### config.mk
export PLATFORM = sky130hd
export DESIGN_NAME = adc3wire_rx
export DESIGN_NICKNAME = d
export VERILOG_FILES = /design/src/rtl/adc3wire_rx.sv
export SDC_FILE = /design/constraint.sdc
export NUM_CORES = 1
export LEC_CHECK = 0
export ABC_CLOCK_PERIOD_IN_PS = 2400
export CAP_MARGIN = 40
export CORE_ASPECT_RATIO = 2
export CORE_MARGIN = 8
export CORE_UTILIZATION = 50
export CTS_BUF_LIST = sky130_fd_sc_hd__clkbuf_4 sky130_fd_sc_hd__clkbuf_8
export DETAILED_ROUTE_END_ITERATION = 10
export GPL_TIMING_DRIVEN = 0
export PLACE_DENSITY = 0.74
export SLEW_MARGIN = 10
export SYNTH_ARGS = -nofsm -noshare
export SYNTH_HDL_FRONTEND = slang
export SYNTH_SLANG_ARGS = --single-unit
### constraint.sdc
create_clock -name sys_clk -period 2.4 [get_ports sys_clk]
set_input_delay 0.36 -clock sys_clk [delete_from_list [all_inputs] [get_ports sys_clk]]
set_output_delay 0.36 -clock sys_clk [all_outputs]
set_load 0.01 [all_outputs]
### src/rtl/adc3wire_rx.sv
`timescale 1ns/1ps
// -----------------------------------------------------------------------------
// adc3wire_rx
// ADC-side receiver for the 3-wire serial configuration bus. Frames of 32 bits
// arrive MSB first while adc3wire_strobe is low:
//   [31:20] header, [19:16] register address, [15:0] register data.
// A frame is accepted only if exactly 32 bits were clocked in and the header
// matches HEADER. An accepted frame writes its payload into a 16 x 16-bit
// register file. Any other frame is rejected and counted.
//
// Ports
//   sys_clk          system clock, at least 4x adc3wire_clk
//   sys_rst_n        asynchronous active-low reset
//   adc3wire_clk     serial clock (asynchronous to sys_clk)
//   adc3wire_data    serial data, valid on adc3wire_clk rising edge
//   adc3wire_strobe  active-low frame enable
//   rd_addr          register-file read address
//   rd_data          register-file contents at rd_addr (combinational)
//   wr_valid         one-cycle pulse, frame accepted and written
//   wr_addr          address of the last accepted frame (held)
//   wr_data          data of the last accepted frame (held)
//   frame_err        one-cycle pulse, frame rejected
//   err_count        rejected-frame count, saturating at 8'hFF
//   busy             registered inverse of the synchronised strobe
// -----------------------------------------------------------------------------
module adc3wire_rx #(
  parameter logic [11:0] HEADER      = 12'h001,
  parameter int          SYNC_STAGES = 2,
  parameter logic [15:0] REG_RESET   = 16'h0000
) (
  input  logic        sys_clk,
  input  logic        sys_rst_n,
  input  logic        adc3wire_clk,
  input  logic        adc3wire_data,
  input  logic        adc3wire_strobe,
  input  logic [3:0]  rd_addr,
  output logic [15:0] rd_data,
  output logic        wr_valid,
  output logic [3:0]  wr_addr,
  output logic [15:0] wr_data,
  output logic        frame_err,
  output logic [7:0]  err_count,
  output logic        busy
);

  typedef enum logic [1:0] {
    IDLE  = 2'd0,
    SHIFT = 2'd1,
    CHECK = 2'd2
  } state_t;

  localparam logic [5:0] FULL_COUNT    = 6'd32;
  localparam logic [5:0] OVERRUN_COUNT = 6'd33;

  state_t state, next_state;

  logic [SYNC_STAGES-1:0] clk_sync;
  logic [SYNC_STAGES-1:0] data_sync;
  logic [SYNC_STAGES-1:0] strobe_sync;
  logic                   clk_prev;
  logic                   strobe_prev;
  logic [SYNC_STAGES:0]   primed;

  logic        clk_last;
  logic        data_last;
  logic        strobe_last;
  logic        clk_rise;
  logic        strobe_rise;
  logic        strobe_fall;
  logic        fall_pending;

  logic [31:0] shift_reg;
  logic [5:0]  bit_count;
  logic [15:0] regs [16];

  logic start_frame;
  logic shift_en;
  logic frame_ok;
  logic frame_bad;

  // Three identical synchroniser chains keep clk, data and strobe aligned
  // with each other. The strobe chain resets to the idle (high) level so a
  // reset does not look like a frame boundary.
  always_ff @(posedge sys_clk or negedge sys_rst_n) begin
    if (!sys_rst_n) begin
      clk_sync    <= '0;
      data_sync   <= '0;
      strobe_sync <= '1;
      clk_prev    <= 1'b0;
      strobe_prev <= 1'b1;
    end else begin
      clk_sync    <= {clk_sync[SYNC_STAGES-2:0], adc3wire_clk};
      data_sync   <= {data_sync[SYNC_STAGES-2:0], adc3wire_data};
      strobe_sync <= {strobe_sync[SYNC_STAGES-2:0], adc3wire_strobe};
      clk_prev    <= clk_sync[SYNC_STAGES-1];
      strobe_prev <= strobe_sync[SYNC_STAGES-1];
    end
  end

  // primed fills with ones after reset release. Once its top bit is set both
  // the last sync stage and its delayed copy hold genuine samples, so a strobe
  // that was already low at release can no longer produce a false fall.
  always_ff @(posedge sys_clk or negedge sys_rst_n) begin
    if (!sys_rst_n) begin
      primed <= '0;
    end else begin
      primed <= {primed[SYNC_STAGES-1:0], 1'b1};
    end
  end

  assign clk_last    = clk_sync[SYNC_STAGES-1];
  assign data_last   = data_sync[SYNC_STAGES-1];
  assign strobe_last = strobe_sync[SYNC_STAGES-1];
  assign clk_rise    = clk_last & ~clk_prev;
  assign strobe_rise = strobe_last & ~strobe_prev;
  assign strobe_fall = primed[SYNC_STAGES] & strobe_prev & ~strobe_last;

  // A strobe fall that lands in the CHECK cycle is remembered so that IDLE
  // starts the next frame one cycle later instead of dropping it.
  always_ff @(posedge sys_clk or negedge sys_rst_n) begin
    if (!sys_rst_n) begin
      fall_pending <= 1'b0;
    end else if (state == CHECK) begin
      fall_pending <= strobe_fall;
    end else if (state == IDLE) begin
      fall_pending <= 1'b0;
    end
  end

  always_ff @(posedge sys_clk or negedge sys_rst_n) begin
    if (!sys_rst_n) begin
      state <= IDLE;
    end else begin
      state <= next_state;
    end
  end

  // In SHIFT a strobe rise takes priority over a coincident clk rise, so the
  // bit arriving with the end of the frame is not captured.
  always_comb begin
    next_state  = state;
    start_frame = 1'b0;
    shift_en    = 1'b0;
    frame_ok    = 1'b0;
    frame_bad   = 1'b0;
    case (state)
      IDLE: begin
        if (strobe_fall || fall_pending) begin
          start_frame = 1'b1;
          next_state  = SHIFT;
        end
      end
      SHIFT: begin
        if (strobe_rise) begin
          next_state = CHECK;
        end else if (clk_rise) begin
          shift_en = 1'b1;
        end
      end
      CHECK: begin
        next_state = IDLE;
        if (bit_count == FULL_COUNT && shift_reg[31:20] == HEADER) begin
          frame_ok = 1'b1;
        end else begin
          frame_bad = 1'b1;
        end
      end
      default: begin
        next_state = IDLE;
      end
    endcase
  end

  // The bit counter stops at 33 so any frame longer than 32 bits stays
  // distinguishable from a correct one however many extra bits arrive.
  always_ff @(posedge sys_clk or negedge sys_rst_n) begin
    if (!sys_rst_n) begin
      shift_reg <= '0;
      bit_count <= '0;
    end else if (start_frame) begin
      shift_reg <= '0;
      bit_count <= '0;
    end else if (shift_en) begin
      shift_reg <= {shift_reg[30:0], data_last};
      if (bit_count < OVERRUN_COUNT) begin
        bit_count <= bit_count + 6'd1;
      end
    end
  end

  always_ff @(posedge sys_clk or negedge sys_rst_n) begin
    if (!sys_rst_n) begin
      for (int i = 0; i < 16; i++) begin
        regs[i] <= REG_RESET;
      end
    end else if (frame_ok) begin
      regs[shift_reg[19:16]] <= shift_reg[15:0];
    end
  end

  assign rd_data = regs[rd_addr];

  // Status outputs are registered on the same edge as the register-file write.
  always_ff @(posedge sys_clk or negedge sys_rst_n) begin
    if (!sys_rst_n) begin
      wr_valid  <= 1'b0;
      wr_addr   <= '0;
      wr_data   <= '0;
      frame_err <= 1'b0;
      err_count <= '0;
      busy      <= 1'b0;
    end else begin
      wr_valid  <= frame_ok;
      frame_err <= frame_bad;
      busy      <= ~strobe_last;
      if (frame_ok) begin
        wr_addr <= shift_reg[19:16];
        wr_data <= shift_reg[15:0];
      end
      if (frame_bad && err_count != 8'hFF) begin
        err_count <= err_count + 8'd1;
      end
    end
  end

endmodule

==> results.ini <==
[detailed_routing]
drt_iter0_markers=506
viasPerCell=5.913
wl_met3_mm=1.299
detail-route-antenna-nets=0
drcViolationCount=0
wl_met1_mm=13.58
drt-total-wl_mm=39.03
drt_pass1_iterations=4
vias=9070
wire_per_inst_um=25.44
route.met2.wl_mm=21.69
highest_layer=met4

[worst_setup_path]
cp_data_required_time_ns=2.04
r2r_cells=12
path_class=reg2out
cp-endpoint=rd_data[4]
r2r-end=regs[107]
cp_max_fo=2
cp_data_arrival_time_ns=2.25
startpoint=regs[20]
worstSetupStartpointType=flop
rrSetupSlack_ns=-0.09
worstSetupEndpointType=primary output
regToRegStartpoint=bit_count[1]

[global_route]
grt_pass1_vias=10100
grt_pass1_wl_mm=59.10
gr-total-overflow=0
grt_max_degree=115
grt_antenna_before_repair=1
grtUsageTotal=0.2117

[logic_synthesis]
seq_area_frac_synth=0.5548
yosysWarnings=0
avgSynthCellArea_um2=15.67
synth_cell_types=40
netlist_instances=976
syn-cell-area_um2=15300
ys_seq_elements=339
syn-num-nets=988

[finish]
layout_common_cells=dfrtp_1, mux2_2, mux2_4
final_net_count=1141
drive_gt1_frac=0.4953
fin_util=0.6137
largest_register_ffs=256
syn_to_final_growth_pct=21.09
final_common_cell=dfrtp_1

[clock_network]
clockBufferDepth=3
cts_tree=yes
clock_latency_ns=0.60
clock_sinks=339
h-tree-depth=2
root_buffer=clkbuf_8
clkSlewWorstSetupHoldPaths_ns=0.07
cts_made_buffers=49

[run_status]
violations=setup timing
outcome=complete, but fails checks

[sta]
maxSlewViolCount=0
fmaxAchievable_mhz=383.0
setup_violations=123
clock_skew_ns=0.02535
maxSlewHeadroom=0.4710
hold_viol_final=0
post-route-period-util=1.088
tightest_slew_ns=0.7934
setup_ws_ns=-0.2109
rsz0062_at_grt=yes
fin_crit_ns=2.611

[min_path]
hp-start=adc3wire_strobe
hold_path.class=in2reg

[die]
die_y_um=263.4
num_rows=90
die_w_um=139.7
core_um2=30180
ioPinCount=56
die_area_um2=36780
start_util=0.5068

[power]
powerDensity_nw_per_um2=613.2
leakage_nw=9.152
irDropWorstVdd_uv=499.6

[place]
preCtsSetupSlack_ns=-1.156
gp_congestion=0.8142
hpwl_mm=25.55
io_buffer_count=51

[job]
cap_violations=0

## logic make-up after synthesis
family | count (synthesis) | synth area share
AOI/OAI and AO/OA | 42 | 0.01546
other | 1 | 0.0002452
xor gates and xnor gates | 5 | 0.002864
DFF | 339 | 0.5548
and+or+nand+nor | 129 | 0.05170
buffers and inverters | 96 | 0.03059
muxes | 361 | 0.3418
adders and majority gates | 3 | 0.002454
## area by class of cell
cell class / instances / area, um^2
Antenna cell: 1 / 2.502
Timing Repair Buffer: 110 / 1358
Fill cell: 2213 / 11660
Tap cell: 368 / 460.4
Clock buffer: 83 / 1017
Sequential cell: 339 / 8487
Clock inverter: 4 / 26.28
Multi-Input combinational cell: 541 / 6551
Buffer: 84 / 604.3
Inverter: 4 / 15.01
## worst min-delay path by stage
| stage | depth (start not counted) | to |
|---|---|---|
| after floorplan | 0 | bit_count[0] |
| after global placement | 0 | clk_sync[1] |
| after detailed placement | 1 | shift_reg[24] |
| after CTS | 1 | strobe_sync[0] |
| after global routing | 1 | strobe_sync[0] |
| final | 1 | strobe_sync[0] |
## synth_stat cells
master     number  area share
nand4b_4        7       0.011
a21oi_1        35       0.011
nand3_1         6      0.0020
and3_1          2     0.00082
nand2b_1        3      0.0012
and4_1          4      0.0023
dfstp_2         3      0.0052
o21a_1          1     0.00049
nor2b_1         6      0.0025
a22o_1          2      0.0011
buf_4           4      0.0020
a41oi_1         2      0.0011
nor4b_2         1     0.00098
and3b_1         1     0.00057
inv_1           4     0.00098
nor3_4          1      0.0011
mux4_2         80        0.12
nand2_1        71       0.017
nand4b_2        2      0.0020
mux2_4         70       0.069
xor2_1          3      0.0017
ha_1            3      0.0025
dfrtp_1       336        0.55
and2_1          2     0.00082
nor2_1          8      0.0020
buf_6           7      0.0052
conb_1          1     0.00025
nand4bb_1       4      0.0029
o2111a_1        1     0.00074
mux2_2        211        0.16
nor4b_1         1     0.00057
xnor2_1         2      0.0011
buf_8           1     0.00098
nand4_1         2     0.00082
nor3_1          4      0.0013
nor4_1          4      0.0016
a21o_1          1     0.00049
clkbuf_1       36      0.0088
buf_1          21      0.0052
buf_2          23      0.0075
## per-layer routing
layer,track usage,vias up
met3,0.03173,103
met2,0.3947,221
met1,0.2152,4886
met5,0,-
met4,0.1355,0
li1,-,3860
## per-stage QoR
step / hold WS (ns) / power (mW) / setup TNS (ns) / cells / instance area [um^2]
after floorplan: 0.06441 / 6.215 / 0 / 976 / 15300
after global routing: 0.1681 / 11.76 / -16.23 / 1534 / 18520
after global placement: 0.3354 / 6.506 / -4581.09 / 1395 / 16270
final: 0.1744 / 11.36 / -6.876 / 1534 / 18520
after CTS: 0.1437 / 11.45 / -5.218 / 1522 / 18080
after detailed placement: 0.3060 / 6.535 / -129.16 / 1400 / 16380
## where the power goes
part	switching [mW]	internal [mW]
Sequential	0.0513	5.78
Clock	2.22	2.66
Combinational	0.396	0.254
## critical path, stage by stage, from the launching register on
cell and delay, ns:
dfrtp_1 0.42, mux4_2 0.57, mux4_2 0.54, buf_6 0.14
## repair_timing
item	CTS	global route
resized for setup	150	83
pin swaps	2	0
hold buffers	1	0
buffers inserted	35	11
endpoints found under the hold margin	51	0
gates cloned	4	3
setup endpoints to repair	292	284
Power figures use the tool's default switching activity.
